### src/rtl/mastermind_breaker_if.sv
// Guess/feedback channel between the code-breaker (master) and the code-setter/compare path (slave).
interface mastermind_breaker_if;
  logic [11:0] guess_out;
  logic        guess_valid;
  logic        guess_ack;
  logic        fb_valid;
  logic [2:0]  fb_red;
  logic [2:0]  fb_white;

  modport master (output guess_out, guess_valid, input guess_ack, fb_valid, fb_red, fb_white);
  modport slave  (input guess_out, guess_valid, output guess_ack, fb_valid, fb_red, fb_white);
endinterface

### src/rtl/mastermind_breaker.sv
// Mastermind code-breaker: proposes the lowest-ordered code consistent with every
// red/white feedback received so far, one history comparison per clock.
module mastermind_breaker #(
  parameter int          NUM_COLOURS = 8,
  parameter int          MAX_GUESSES = 8,
  parameter logic [11:0] FIRST_GUESS = 12'o1100
) (
  input  logic                        clk,
  input  logic                        resetn,
  input  logic                        start,
  mastermind_breaker_if.master        bus,
  output logic                        busy,
  output logic                        solved,
  output logic                        failed,
  output logic                        error,
  output logic [3:0]                  guess_count
);

  localparam logic [3:0] NC4  = 4'(NUM_COLOURS);
  localparam logic [3:0] MAXG = 4'(MAX_GUESSES);

  typedef enum logic [2:0] {
    IDLE    = 3'd0,
    PROPOSE = 3'd1,
    WAIT_FB = 3'd2,
    SEARCH  = 3'd3,
    SOLVED  = 3'd4,
    FAILED  = 3'd5
  } state_t;

  state_t      state_r, state_s;
  logic [11:0] guess_r, guess_s;
  logic [12:0] cand_r, cand_s;
  logic [3:0]  idx_r, idx_s;
  logic [3:0]  count_r, count_s;
  logic        error_r, error_s;
  logic        valid_r, busy_r, solved_r, failed_r;
  logic        hist_we_s, hist_clr_s;
  logic [5:0]  sc_s;
  logic [11:0] hist_code_r  [16];
  logic [2:0]  hist_red_r   [16];
  logic [2:0]  hist_white_r [16];

  function automatic logic [5:0] score(input logic [11:0] a, input logic [11:0] b);
    logic [2:0] red;
    logic [2:0] common;
    logic [2:0] ca;
    logic [2:0] cb;
    red    = 3'd0;
    common = 3'd0;
    for (int p = 0; p < 4; p++) begin
      red = red + ((a[3*p +: 3] == b[3*p +: 3]) ? 3'd1 : 3'd0);
    end
    for (int c = 0; c < 8; c++) begin
      ca = 3'd0;
      cb = 3'd0;
      for (int p = 0; p < 4; p++) begin
        ca = ca + ((a[3*p +: 3] == 3'(c)) ? 3'd1 : 3'd0);
        cb = cb + ((b[3*p +: 3] == 3'(c)) ? 3'd1 : 3'd0);
      end
      common = common + ((ca < cb) ? ca : cb);
    end
    return {red, 3'(common - red)};
  endfunction

  function automatic logic legal(input logic [11:0] c);
    logic ok;
    ok = 1'b1;
    for (int p = 0; p < 4; p++) begin
      ok = ok & ({1'b0, c[3*p +: 3]} < NC4);
    end
    return ok;
  endfunction

  // Next-state, candidate sweep and history-write decode.
  always_comb begin
    state_s    = state_r;
    guess_s    = guess_r;
    cand_s     = cand_r;
    idx_s      = idx_r;
    count_s    = count_r;
    error_s    = error_r;
    hist_we_s  = 1'b0;
    hist_clr_s = 1'b0;
    sc_s       = score(cand_r[11:0], hist_code_r[idx_r]);
    case (state_r)
      IDLE, SOLVED, FAILED: begin
        if (start) begin
          state_s    = PROPOSE;
          guess_s    = FIRST_GUESS;
          count_s    = 4'd0;
          error_s    = 1'b0;
          cand_s     = 13'd0;
          idx_s      = 4'd0;
          hist_clr_s = 1'b1;
        end else begin
          state_s = state_r;
        end
      end
      PROPOSE: begin
        if (bus.guess_ack) begin
          count_s = count_r + 4'd1;
          state_s = WAIT_FB;
        end else begin
          state_s = PROPOSE;
        end
      end
      WAIT_FB: begin
        if (!bus.fb_valid) begin
          state_s = WAIT_FB;
        end else if ((({1'b0, bus.fb_red} + {1'b0, bus.fb_white}) > 4'd4) ||
                     ((bus.fb_red == 3'd3) && (bus.fb_white == 3'd1))) begin
          state_s = FAILED;
          error_s = 1'b1;
        end else if (bus.fb_red == 3'd4) begin
          state_s = SOLVED;
        end else if (count_r == MAXG) begin
          state_s = FAILED;
          error_s = 1'b0;
        end else begin
          // Lower candidates were already excluded by the previous sweep.
          hist_we_s = 1'b1;
          state_s   = SEARCH;
          idx_s     = 4'd0;
          cand_s    = (count_r == 4'd1) ? 13'd0 : ({1'b0, guess_r} + 13'd1);
        end
      end
      SEARCH: begin
        if (cand_r[12]) begin
          state_s = FAILED;
          error_s = 1'b1;
        end else if (!legal(cand_r[11:0]) ||
                     (sc_s != {hist_red_r[idx_r], hist_white_r[idx_r]})) begin
          if (cand_r[11:0] == 12'o7777) begin
            state_s = FAILED;
            error_s = 1'b1;
          end else begin
            cand_s = cand_r + 13'd1;
            idx_s  = 4'd0;
          end
        end else if (idx_r == (count_r - 4'd1)) begin
          guess_s = cand_r[11:0];
          state_s = PROPOSE;
        end else begin
          idx_s = idx_r + 4'd1;
        end
      end
      default: begin
        state_s = IDLE;
      end
    endcase
  end

  // State, datapath, history and registered status outputs.
  always_ff @(posedge clk) begin
    if (!resetn) begin
      state_r  <= IDLE;
      guess_r  <= 12'd0;
      cand_r   <= 13'd0;
      idx_r    <= 4'd0;
      count_r  <= 4'd0;
      error_r  <= 1'b0;
      valid_r  <= 1'b0;
      busy_r   <= 1'b0;
      solved_r <= 1'b0;
      failed_r <= 1'b0;
      for (int i = 0; i < 16; i++) begin
        hist_code_r[i]  <= 12'd0;
        hist_red_r[i]   <= 3'd0;
        hist_white_r[i] <= 3'd0;
      end
    end else begin
      state_r  <= state_s;
      guess_r  <= guess_s;
      cand_r   <= cand_s;
      idx_r    <= idx_s;
      count_r  <= count_s;
      error_r  <= error_s;
      valid_r  <= (state_s == PROPOSE);
      busy_r   <= (state_s == PROPOSE) || (state_s == WAIT_FB) || (state_s == SEARCH);
      solved_r <= (state_s == SOLVED);
      failed_r <= (state_s == FAILED);
      if (hist_clr_s) begin
        for (int i = 0; i < 16; i++) begin
          hist_code_r[i]  <= 12'd0;
          hist_red_r[i]   <= 3'd0;
          hist_white_r[i] <= 3'd0;
        end
      end else if (hist_we_s) begin
        hist_code_r[count_r - 4'd1]  <= guess_r;
        hist_red_r[count_r - 4'd1]   <= bus.fb_red;
        hist_white_r[count_r - 4'd1] <= bus.fb_white;
      end else begin
        hist_code_r[0] <= hist_code_r[0];
      end
    end
  end

  assign bus.guess_out   = guess_r;
  assign bus.guess_valid = valid_r;
  assign busy            = busy_r;
  assign solved          = solved_r;
  assign failed          = failed_r;
  assign error           = error_r;
  assign guess_count     = count_r;

endmodule

### src/flat_wrapper.sv
// flat-port wrapper written by rule: the top's interface ports become plain ports
module mastermind_breaker_flat 
#(
  parameter int          NUM_COLOURS = 8,
  parameter int          MAX_GUESSES = 8,
  parameter logic [11:0] FIRST_GUESS = 12'o1100
)
  (clk, resetn, start, busy, solved, failed, error, guess_count, bus_guess_out, bus_guess_valid, bus_guess_ack, bus_fb_valid, bus_fb_red, bus_fb_white);
  mastermind_breaker_if bus_i ();
  input  logic clk;
  input  logic resetn;
  input  logic start;
  output logic busy;
  output logic solved;
  output logic failed;
  output logic error;
  output logic [3:0] guess_count;
  output wire logic [$bits(bus_i.guess_out)-1:0] bus_guess_out;
  output wire logic [$bits(bus_i.guess_valid)-1:0] bus_guess_valid;
  input wire logic [$bits(bus_i.guess_ack)-1:0] bus_guess_ack;
  input wire logic [$bits(bus_i.fb_valid)-1:0] bus_fb_valid;
  input wire logic [$bits(bus_i.fb_red)-1:0] bus_fb_red;
  input wire logic [$bits(bus_i.fb_white)-1:0] bus_fb_white;
  assign bus_guess_out = bus_i.guess_out;
  assign bus_guess_valid = bus_i.guess_valid;
  assign bus_i.guess_ack = bus_guess_ack;
  assign bus_i.fb_valid = bus_fb_valid;
  assign bus_i.fb_red = bus_fb_red;
  assign bus_i.fb_white = bus_fb_white;
  mastermind_breaker #(.NUM_COLOURS(NUM_COLOURS), .MAX_GUESSES(MAX_GUESSES), .FIRST_GUESS(FIRST_GUESS)) u_core (.clk(clk), .resetn(resetn), .start(start), .bus(bus_i), .busy(busy), .solved(solved), .failed(failed), .error(error), .guess_count(guess_count));
endmodule
### config.mk
export PLATFORM = sky130hd
export DESIGN_NAME = mastermind_breaker_flat
export DESIGN_NICKNAME = d
export VERILOG_FILES = /design/src/rtl/mastermind_breaker_if.sv /design/src/rtl/mastermind_breaker.sv /design/src/flat_wrapper.sv
export SDC_FILE = /design/constraint.sdc
export NUM_CORES = 1
export LEC_CHECK = 0
export BUFFER_PORTS_ARGS = -buffer_cell sky130_fd_sc_hd__buf_2
export CORE_MARGIN = 3
export CORE_UTILIZATION = 63
export CTS_CLUSTER_DIAMETER = 60
export DETAILED_ROUTE_END_ITERATION = 6
export PLACE_DENSITY = 0.78
export SKIP_CTS_REPAIR_TIMING = 1
export SLEW_MARGIN = 20
export SYNTH_ARGS = -nofsm -noshare
export SYNTH_HDL_FRONTEND = slang
export SYNTH_SLANG_ARGS = --single-unit
### constraint.sdc
create_clock -name clk -period 25.5 [get_ports clk]
set_input_delay 6.375 -clock clk [delete_from_list [all_inputs] [get_ports clk]]
set_output_delay 6.375 -clock clk [all_outputs]
set_load 0.005 [all_outputs]
# After elaboration in Yosys (flattened, before gate mapping)
# Memories as Yosys holds them, arrays and structs flattened. A register that Yosys moved wholly into a read port is not among the register bits.
# Cells that the tools add are included.
[totals]
out_inout_bits = 21
regBits = 41
memories = 3
input_bits = 11
elab_cells = 466
mem_bits_rw = 288
[classes]
mux = 206
order_cmp = 9
eq_ne = 96
reduce_logical = 27
bitwise_logic = 49
addsub = 65
[memory_table]
columns = ["memory", "depth", "word_bits", "read_ports", "rd_clocked_by_memory_dff", "write_ports", "line_no", "source"]
rows = [
  ["u_core.hist_code_r", 16, 12, 1, 1, 16, "mastermind_breaker.sv:40", "logic [11:0] hist_code_r [16];"],
  ["u_core.hist_red_r", 16, 3, 1, 1, 16, "mastermind_breaker.sv:41", "logic [2:0] hist_red_r [16];"],
  ["u_core.hist_white_r", 16, 3, 1, 1, 16, "mastermind_breaker.sv:42", "logic [2:0] hist_white_r [16];"],
]
[op_table]
columns = ["operator", "count"]
rows = [
  ["$mux W12", 22],
  ["$add A3 B3 Y3", 58],
  ["$mux W3", 51],
  ["$mux W13", 9],
  ["$eq A3 B3 Y1 const B", 37],
  ["$mux W1", 98],
  ["$mux W4", 19],
  ["$eq A3 B2 Y1 const B", 21],
  ["$or A1 B1 Y1", 49],
  ["$pmux W13 S3", 1],
  ["$eq A3 B1 Y1 const B", 11],
  ["$logic_not A3 Y1", 9],
  ["$lt A3 B3 Y1", 8],
  ["$pmux W12 S2", 1],
  ["$ne A2 B2 Y1 const B", 9],
  ["$reduce_and A9 Y1", 2],
  ["$add A12 B1 Y13 const B", 1],
  ["$add A13 B1 Y13 const B", 1],
  ["$eq A12 B12 Y1 const B", 1],
  ["$eq A3 B3 Y1", 4],
  ["$pmux W3 S4", 1],
  ["$pmux W4 S3", 1],
  ["$reduce_or A12 Y1", 1],
  ["$ne A3 B1 Y1 const B", 3],
  ["other kinds (26)", 34],
]

# Depth between registers and ports, before layout
# Gate-level depths: netlist of run 1.
[depth]
depth_word = 22
mapped_depth = 34
ltp_nobuf = 27

# Worst setup path after synthesis of run 1
# OpenSTA, ideal clock, no wires.
[synth_timing]
path_type = "input to register"
from = "input bus_fb_white[1]"
to = "memory u_core.hist_code_r[12][0], enable pin"
required_ns = 25.082
arrival_time_ns = 9.513
setup_ns = 0.418
setup_slack_ns = 15.568
cell_stages = 10
path_cell_list = "clkinv_1 -> clkbuf_1 -> fa_1 -> nand2b_1 -> a22oi_1 -> nand3_1 -> nor2_1 -> nand2_1 -> clkbuf_1 -> o21ai_0"
[synth_lines]
columns = ["item", "line_no", "source"]
rows = [
  ["start, declared", "flat_wrapper.sv:23", "input wire logic [$bits(bus_i.fb_white)-1:0] bus_fb_white;"],
  ["end, declared", "mastermind_breaker.sv:40", ""],
]

==> summary.txt, run 1 <==
Drt
  • Antenna-violating nets left: 0
  • Via density: 6.48
  • Routed len/inst: ~26 um
  • DRC violations left: 0
  • Drt first pass iters: 5
  • Via count: 11900
  • DRT iter0 DRCs: 1791
  • Drt total wl: 47.2 mm

Finish
  • Final Non-Filler Cells: 1842
  • Nets: 1551
  • Flip-flop and latch area: 9560 sq um
  • Share of layout cells above drive strength 1: 14.3%
  • Area Overhead vs Synth: 8.35%
  • Multi-input logic area: 8280 sq um
  • Filler cell count: approximately 1900

Synth
  • Synth Register Bits: 333
  • Post-Synthesis Cells: ~1500
  • Syn. warnings: 0
  • Seq/Total Area, Yosys: 51.9%
  • Top post-synthesis cells by count: edfxtp_1 (288), and2_1 (251), nor2_1 (84)
  • Post-synth cell types: 70
  • Post-synth ARST share: 0%
  • Mean Syn Cell Area: 12.6 sq um
  • Largest cells by area after synthesis: edfxtp_1 (47%), mux4_2 (9.8%), and2_1 (8.5%)
  • Area leader, netlist: edfxtp_1
  • Ys flop type: edfxtp_1
  • Net count after synthesis: 1573
  • Top-count cell post-synth: edfxtp_1
  • Post-Syn Area: 18400 sq um
  • Number of flops mapped to enable cells by yosys: 288
  • Top cell type's share of synthesized area: 47.0%

Setup path
  • R2R setup slack: approximately 16 ns
  • Critical Path RT: 25.63 ns
  • Critical Path Source Type: primary input
  • Critical path endpoint category: register
  • CP max FO: 20
  • CP arrival: roughly 10 ns
  • Category of the most critical setup path: primary input to register
  • R2R cell count: 26
  • FF-to-FF End: u_core.bus.guess_valid$_SDFF_PN0_

Place
  • Port Buffer Count: 31
  • DP Cell Count: 1775
  • Detailed Place HPWL: 31.6 mm
  • GP Congestion: 0.919

Floorplan
  • Die width: 177 um
  • Core Area: 28300 sq um
  • Die height: 177 um
  • Initial cell density of the core: about two thirds
  • Row cnt: just over 60
  • Ports: 32
  • Die Area: 31300 sq um

Global route
  • Largest net degree at the start of global routing: 50
  • Initial antenna violation count: 5
  • GRT Overall Usage: 30.9%
  • Overflow after GRT: 0
  • First-pass GRT wire length: 71.7 mm
  • Vias in the first global route: around 12000

Clock tree
  • Reg clk slew, reported paths: 0.06 ns
  • Num CTS Buffers: 36
  • H-tree depth: 2
  • Worst skew pair latency: roughly 0.53 ns
  • Clock sinks: 333
  • Clock tree buffer depth: 3
  • Root buf cell: clkbuf_16
  • CTS tree: done

Min path
  • Hold depth: 2
  • Hold endpoint: u_core.error$_SDFFE_PN0P_
  • Min-delay src: u_core.error$_SDFFE_PN0P_
  • Hold Path Class: register to register

Timing
  • Hold Fails Final Rpt: 0
  • Setup TNS: 0 ns
  • Slew @ Worst Pin: 1.05 ns
  • Max Clock Freq: 102 MHz
  • Setup Skew: 0.0196 ns
  • Slew HR: between 30 and 40%
  • RSZ-0062 raised after global routing: no
  • Setup violations, final: 0
  • Crit path time final: around 9.8 ns
  • Fin crit share: 38.6%
  • Pins Over Slew Limit: 0

Power and ir drop
  • Max VDD drop: 0.148 mV
  • Static leakage power: 7.63 nW
  • Total Power: ~2 mW
  • Power density over cell area: 100 nW/um^2

Run status
  • Outcome: completed

Run
  • MaxCap Viol Count: 0
[logic make-up after synthesis]
group / share of synthesized area (%)
mux: 12.5
xor+xnor: 2.80
simple gates: 16.9
compound gates: 4.14
flops: 51.9
buf+inv: 3.48
fa+ha+maj: 8.24
[metrics by stage]
step | utilization [%] | area [sq um] | setup slack (ns) | hold slack [ns]
final | 70.4 | 19900 | 15.66 | 0.484
after global routing | 70.4 | 19900 | 15.35 | 0.505
after CTS | 70.4 | 19900 | 15.70 | 0.484
after detailed placement | 66.3 | 18800 | 15.20 | 0.469
after global placement | 66.3 | 18800 | 15.39 | 0.464
after floorplan | - | 18400 | 15.57 | 0.451
[cell usage in the layout, fill, tap and decap left out, types with 16 or more instances in the layout]
| cell | n |
|---|---|
| nand2b_1 | 25 |
| fa_1 | 27 |
| mux2i_1 | 41 |
| o21ai_2 | 16 |
| and2_1 | 251 |
| nor3_1 | 69 |
| inv_1 | 49 |
| xnor2_1 | 33 |
| dfxtp_1 | 42 |
| ha_1 | 78 |
| buf_2 | 31 |
| buf_4 | 17 |
| a21oi_1 | 26 |
| nand3_1 | 27 |
| mux4_2 | 80 |
| nand2_1 | 61 |
| clkbuf_16 | 36 |
| nor2_1 | 84 |
| xor2_1 | 20 |
| edfxtp_1 | 288 |
[critical path, stage by stage]
cell and delay, ns:
buf_2 0.13, clkinv_1 0.45, fa_1 0.70, nand2b_1 0.07, a22oi_1 0.19, nand3_1 0.18, nor2_1 0.25, nand2_1 0.56
o21ai_2 1.04
[layout make-up]
cell class,instances,area share [%]
antenna,3,0.0376
clock buffer,42,4.63
clock inverter,22,1.14
inverter,52,0.979
multi-input combinational,964,41.5
sequential,333,47.9
tap,378,2.37
timing repair buffer,48,1.42
[layer usage]
layer  vias up  track usage (%)  wire (um)
met5         -                0         34
met4         6             11.3       1870
met3       116             6.59       4930
met2       642             48.6      22100
met1      5953             43.3      18300
li1       5225                -          -
[registers in the layout, summed over array words and instances (netlist names), named ones only]
name	cells
u_core.error	1
u_core.failed	1
u_core.bus.guess_valid	1
u_core.bus.guess_out	12
u_core.state_r	3
u_core.busy	1
u_core.guess_count	4
u_core.hist_code_r	192
u_core.idx_r	4
u_core.cand_r	13
u_core.hist_white_r	48
u_core.hist_red_r	48
u_core.solved	1
[worst max path at each step]
| stage | end | start | cells past startpoint |
|---|---|---|---|
| after floorplan | u_core.hist_code_r[12][0]$_SDFFCE_PN0P_ | bus_fb_white[1] | 10 |
| after global placement | u_core.hist_red_r[5][2]$_SDFFCE_PN0P_ | bus_fb_white[1] | 9 |
| after detailed placement | u_core.hist_code_r[0][1]$_SDFFCE_PN0P_ | bus_fb_red[1] | 9 |
| after CTS | u_core.hist_code_r[1][0]$_SDFFCE_PN0P_ | bus_fb_red[1] | 9 |
| after global routing | u_core.hist_code_r[10][5]$_SDFFCE_PN0P_ | bus_fb_red[1] | 9 |
| final | u_core.hist_code_r[0][11]$_SDFFCE_PN0P_ | bus_fb_red[1] | 9 |
[report_power, final]
| part | switching (mW) | leakage, nW | internal (mW) |
|---|---|---|---|
| Sequential | 0.0285 | 3.49 | 0.644 |
| Combinational | 0.478 | 3.59 | 0.338 |
| Clock | 0.214 | 0.556 | 0.301 |
Note: power is estimated with default switching activity, not from simulation.
==> run 2: changes to the inputs <==
--- a/config.mk
+++ b/config.mk
@@ -5,12 +5,13 @@
 export SDC_FILE = /design/constraint.sdc
 export NUM_CORES = 1
 export LEC_CHECK = 0
+export ABC_AREA = 1
 export BUFFER_PORTS_ARGS = -buffer_cell sky130_fd_sc_hd__buf_2
 export CORE_MARGIN = 3
-export CORE_UTILIZATION = 63
+export CORE_UTILIZATION = 58
 export CTS_CLUSTER_DIAMETER = 60
 export DETAILED_ROUTE_END_ITERATION = 6
-export PLACE_DENSITY = 0.78
+export PLACE_DENSITY = 0.75
 export SKIP_CTS_REPAIR_TIMING = 1
 export SLEW_MARGIN = 20
 export SYNTH_ARGS = -nofsm -noshare
==> constraint.sdc (replaced) <==
create_clock -name clk -period 8.48 [get_ports clk]
set_input_delay 2.12 -clock clk [delete_from_list [all_inputs] [get_ports clk]]
set_output_delay 2.12 -clock clk [all_outputs]
set_load 0.005 [all_outputs]
==> run 2 against run 1 <==
  * Clock-buffer cell count increased by 3
  * Clock skew increased by 0.0034 ns
  * Critical path type is now register to register
  * Combinational power increased to 6.0 times the previous value
  * First-iteration DRC count increased by 24%
  * Highest routed layer unchanged
==> summary.txt, run 2 <==
Timing
  • Max Clock Freq: 127 MHz
  • RSZ-0062 raised after global routing: no
  • Fin crit share: 92.6%
  • Slew HR: 30.4%
  • Setup Skew: around 0.023 ns
  • Hold WS: 0.458 ns
  • Setup ws final: roughly 0.62 ns
  • Crit path time final: 7.86 ns
  • Setup TNS: 0 ns
  • Slew @ Worst Pin: 1.04 ns
  • Setup violations, final: 0
  • Hold Fails Final Rpt: 0
  • Pins Over Slew Limit: 0

Synth
  • Mean Syn Cell Area: 9.09 sq um
  • Post-synth cell types: 43
  • Syn. warnings: 0
  • Number of flops mapped to enable cells by yosys: 288
  • Area leader, netlist: edfxtp_1
  • Ys flop type: edfxtp_1
  • Top-count cell post-synth: nor2_1
  • Largest cells by area after synthesis: edfxtp_1 (47%), nor2_1 (11%), nand2_1 (6.2%)
  • Synth Register Bits: roughly 330
  • Top cell type's share of synthesized area: 47.2%
  • Post-Synthesis Cells: around 2000
  • Post-Syn Area: 18300 sq um
  • Top post-synthesis cells by count: nor2_1 (514), nand2_1 (304), edfxtp_1 (288)
  • Net count after synthesis: 2130
  • Seq/Total Area, Yosys: 52.2%
  • Post-synth ARST share: 0%

Setup path
  • Buf+Inv Stages, Crit Path: 7
  • CP max FO: roughly 60
  • Most numerous cell on the critical path: nand2_1
  • FF-to-FF End: u_core.idx_r[0]$_SDFFE_PN0P_
  • Category of the most critical setup path: register to register
  • Critical Path Source Type: register
  • R2R cell count: 34
  • Slowest Stage Delay on Critical Path: 0.54 ns
  • Slowest CP cell: fa_1
  • R2R setup slack: 0.62 ns
  • Critical path's top delay family: adder cells
  • Critical path endpoint category: register
  • Critical Path RT: between 8 and 9 ns
  • CP arrival: 8.25 ns

Power and ir drop
  • Max VDD drop: around 0.72 mV
  • Power density over cell area: 431 nW/um^2
  • Static leakage power: 8.38 nW

Floorplan
  • Die height: 184 um
  • Core Area: a little over 30000 sq um
  • Row cnt: 64
  • Ports: 32
  • Die width: 184 um
  • Initial cell density of the core: 59.4%
  • Die Area: between 30000 and 40000 sq um

Drt
  • Antenna-violating nets left: 0
  • Drt first pass iters: 6
  • DRC violations left: 0
  • Via density: just over 6
  • DRT iter0 DRCs: 2212
  • Drt total wl: 51.5 mm
  • Routed len/inst: 21.4 um
  • Via count: 14800

Finish
  • Commonest non-fill, non-tap cell in the layout: nor2_1
  • Nets: around 2100
  • Antenna Diode Count: 0
  • Largest Register: u_core.hist_code_r
  • Filler cell count: 2493
  • Max reg flops: 192
  • Share of layout cells above drive strength 1: 7.12%
  • Largest registers: u_core.hist_code_r x192, u_core.hist_red_r x48, u_core.hist_white_r x48
  • Most frequent cells in the layout: nor2_1 (514), nand2_1 (304), edfxtp_1 (288), nand3_1 (145), inv_1 (133)
  • Area Overhead vs Synth: 7.59%

Global route
  • Vias in the first global route: between 10000 and 15000
  • GRT Overall Usage: between 30% and 40%
  • Met2 usage: 47.8%
  • GR Util met3: 6.57%
  • Largest net degree at the start of global routing: 73
  • Overflow after GRT: 0
  • Global Route met1 Usage: between 40% and 50%
  • Initial antenna violation count: 2
  • GR peak layer: met2
  • First-pass GRT wire length: 79.7 mm

Min path
  • Hold depth: 2
  • Hold endpoint: u_core.error$_SDFFE_PN0P_
  • Min-delay src: u_core.error$_SDFFE_PN0P_
  • Hold Path Class: register to register

Place
  • GP Congestion: 0.992
  • Port Buffer Count: 31
  • Dpl ws: 0.863 ns
  • Detailed Place HPWL: 33.4 mm

Clock tree
  • Worst skew pair latency: 0.53 ns
  • Root buf cell: clkbuf_16
  • Clock sinks: ~330
  • CTS tree: done
  • Reg clk slew, reported paths: 0.06 ns
  • H-tree depth: 2
  • Num CTS Buffers: 36
  • Clock tree buffer depth: 3

Run
  • MaxCap Viol Count: 0

Run status
  • Outcome: completed
==> run 2: changes by cell type in the layout (fill, tap and decap cells not counted), sizes merged, moves of 90 or more <==
cell,change
nand2,+261
and2,-251
nand3,+123
nor2,+438
o21ai,+118
inv,+90
==> run 2: per-stage QoR <==
step / power (mW) / area, sq um / util (%) / std cells
floorplan: 5.41 / 18300 / - / 2014
global placement: 6.66 / 18600 / 60.2 / 2341
detailed placement: 6.84 / 18600 / 60.2 / 2341
CTS: 8.40 / 19700 / 63.9 / 2405
global route: 9.01 / 19700 / 63.9 / 2405
finish: 8.48 / 19700 / 63.9 / 2405
==> run 2: metal layers <==
metal	vias up	part of all wire (%)
met5	-	0.047
met1	7056	39
met3	125	12
li1	6694	-
met4	4	3.0
met2	914	45
==> run 2: where the power goes <==
| part | switching [mW] | internal [mW] | total, mW |
|---|---|---|---|
| combinational | 3.29 | 1.60 | 4.88 |
| sequential | 0.109 | 1.96 | 2.07 |
| clock | 0.654 | 0.877 | 1.53 |
==> run 2: worst max path at each step <==
stage,to,from,slack [ns],cells past startpoint
floorplan,u_core.bus.guess_out[0]$_SDFFE_PN0P_,register,1.96,38
finish,u_core.idx_r[0]$_SDFFE_PN0P_,register,0.62,34
CTS,u_core.idx_r[0]$_SDFFE_PN0P_,register,0.80,34
global placement,register,register,0.97,35
global route,u_core.idx_r[0]$_SDFFE_PN0P_,register,0.23,35
detailed placement,register,register,0.86,36
==> run 2: worst min-delay path, stage by stage (launching register included) <==
cell     delay, ns
dfxtp_1       0.30
nand2_1       0.06
a21oi_1       0.05
==> run 2: cell families after synthesis <==
| group | Yosys count | synth area share, % |
|---|---|---|
| xor+xnor | 27 | 1.29 |
| flops | 333 | 52.2 |
| buf+inv | 270 | 6.29 |
| simple gates | 1033 | 24.0 |
| compound gates | 246 | 7.99 |
| fa+ha+maj | 105 | 8.28 |
==> run 2: area by class of cell <==
type | instances | area (sq um) | share of cell area, %
repair buffers | 45 | 298 | 1.51
well taps | 396 | 495 | 2.52
multi-input cells | 1411 | 7610 | 38.6
clock buffers | 45 | 966 | 4.90
inverters | 156 | 593 | 3.01
flip-flops and latches | 333 | 9550 | 48.5
clock inverters | 19 | 184 | 0.934
==> run 3: changes to the inputs <==
--- a/config.mk
+++ b/config.mk
@@ -7,6 +7,7 @@
 export LEC_CHECK = 0
 export ABC_AREA = 1
 export BUFFER_PORTS_ARGS = -buffer_cell sky130_fd_sc_hd__buf_2
+export CORE_ASPECT_RATIO = 0.8
 export CORE_MARGIN = 3
 export CORE_UTILIZATION = 58
 export CTS_CLUSTER_DIAMETER = 60
==> run 3 against run 2 <==
  * First-iteration DRC count rose by 0.27%
  * Global-route usage up 0.47 points
  * Critical path depth up 1
  * Cell count increased by 0.62%
  * Core utilization is 0.69 points higher
  * Clock power grew 11%
  * Combinational power shrank 7.2%
  * Wire length grew 1.3%
  * Critical path type unchanged
  * Largest power group unchanged
  * Highest routed layer is now met4
==> summary.txt, run 3 (synthesized netlist as in run 2, its figures left out) <==
Setup path
  • Critical path endpoint category: register
  • CP arrival: between 8 and 9 ns
  • CP max FO: about 140
  • Category of the most critical setup path: register to register
  • Critical Path Source Type: register
  • Critical Path RT: 8.89 ns
  • Slowest Stage Delay on Critical Path: 0.56 ns
  • Slowest CP cell: fa_1
  • Most numerous cell on the critical path: nand2_1

Clock tree
  • H-tree depth: 2
  • Clock sinks: 333
  • Worst skew pair latency: about 0.54 ns
  • CTS tree: done
  • Reg clk slew, reported paths: about 0.070 ns
  • Clock tree buffer depth: 3
  • Num CTS Buffers: 36
  • Root buf cell: clkbuf_16

Power and ir drop
  • Switch share: 46.4%
  • Static leakage power: 8.45 nW
  • Internal power: 4.44 mW
  • Combinational Power Share: 54.7%
  • Power density over cell area: 417 nW/um^2
  • Net Switching: 3.85 mW
  • Max VDD drop: 1.11 mV
  • Sequential Power Share: 24.8%
  • Clock power frac: 20.6%

Run status
  • Outcome: completed

Drt
  • Drt first pass iters: 6
  • Antenna-violating nets left: 0
  • Via count: 14700
  • Drt total wl: 52.2 mm
  • Routed len/inst: approximately 22 um
  • Via density: 6.08
  • DRT iter0 DRCs: roughly 2200
  • DRC violations left: 0

Global route
  • Overflow after GRT: 0
  • Largest net degree at the start of global routing: 145
  • First-pass GRT wire length: 79.5 mm
  • Initial antenna violation count: 0
  • Vias in the first global route: 13600
  • GRT Overall Usage: 31.0%

Timing
  • Setup TNS: 0 ns
  • Fin crit share: 92.0%
  • Setup violations, final: 0
  • RSZ-0062 raised after global routing: no
  • Max Clock Freq: 128 MHz
  • Crit path time final: 7.81 ns
  • Pins Over Slew Limit: 0
  • Setup ws final: 0.674 ns
  • Hold Fails Final Rpt: 0
  • Slew @ Worst Pin: 1.07 ns
  • Setup Skew: 0.0227 ns
  • Slew HR: between 20% and 30%

Place
  • Dpl ws: 0.923 ns
  • DP Cell Count: 2355
  • Port Buffer Count: 31
  • GP Congestion: 0.961
  • Detailed Place HPWL: about 34 mm

Run
  • MaxCap Viol Count: 0

Finish
  • Largest registers: u_core.hist_code_r x192, u_core.hist_red_r x48, u_core.hist_white_r x48
  • Filler cell count: approximately 2500
  • Most frequent cells in the layout: nor2_1 (514), nand2_1 (304), edfxtp_1 (288), nand3_1 (145), inv_1 (133)
  • Nets: 2096
  • Antenna Diode Count: 0
  • Commonest non-fill, non-tap cell in the layout: nor2_1
  • Flip-flop and latch area: 9550 sq um
  • Max reg flops: 192
  • Largest Register: u_core.hist_code_r
  • Area Overhead vs Synth: 8.43%
  • Share of layout cells above drive strength 1: 7.17%
  • Multi-input logic area: 7610 sq um
  • Final Util: 64.6%
  • Final Non-Filler Cells: about 2400

Min path
  • Hold Path Class: register to register

Floorplan
  • Row cnt: 57
  • Die Area: 33800 sq um
  • Core Area: just over 30000 sq um
  • Ports: 32
  • Die width: slightly above 200 um
  • Die height: 165 um
  • Initial cell density of the core: 59.6%
==> run 3: critical path, delay by kind of cell (launching register included) <==
family          cells  cell delay, ns
xor+xnor            1            0.19
flops               1            0.39
simple gates       15            2.25
buf+inv             7            0.87
fa+ha+maj           8            2.95
compound gates      4            0.93
==> run 3: final timing paths <==
kind                             start                         to  slack (ns)  depth (start not counted)
max                           register                   register        0.67                         35
min reg2reg  u_core.error$_SDFFE_PN0P_  u_core.error$_SDFFE_PN0P_        0.46                          2
min          u_core.error$_SDFFE_PN0P_  u_core.error$_SDFFE_PN0P_        0.46                          2
max reg2reg                   register                   register        0.67                         35
==> run 3: stage by stage <==
step           total power [mW]  instance area (sq um)  hold WS [ns]
6_report                   8.28                  19900         0.460
5_1_grt                    8.91                  19900         0.490
4_1_cts                    8.29                  19900         0.469
3_5_place_dp               6.57                  18600         0.459
3_3_place_gp               6.53                  18600         0.447
2_1_floorplan              5.41                  18300         0.455
==> run 3: power by group through the flow <==
stage / clock network, mW / registers (mW) / logic [mW]
3_3_place_gp: 0 / 2.08 / 4.45
4_1_cts: 1.70 / 2.05 / 4.54
6_report: 1.70 / 2.05 / 4.53
5_1_grt: 1.77 / 2.07 / 5.07
2_1_floorplan: 0 / 2.03 / 3.38
3_5_place_dp: 0 / 2.08 / 4.49
==> run 3: metal layers <==
metal / vias up / track usage, % / part of all wire [%]
met1: 6976 / 46.6 / 41
met2: 950 / 44.2 / 42
met3: 98 / 8.45 / 14
li1: 6691 / - / -
met5: - / 0 / 0
met4: 0 / 9.13 / 2.8
==> run 3: area by class of cell <==
class | instances | share of cell area [%]
Clock buffer | 47 | 5.11
Clock inverter | 18 | 1.33
Inverter | 156 | 2.99
Multi-Input combinational cell | 1411 | 38.3
Sequential cell | 333 | 48.1
Tap cell | 413 | 2.60
Timing Repair Buffer | 42 | 1.51
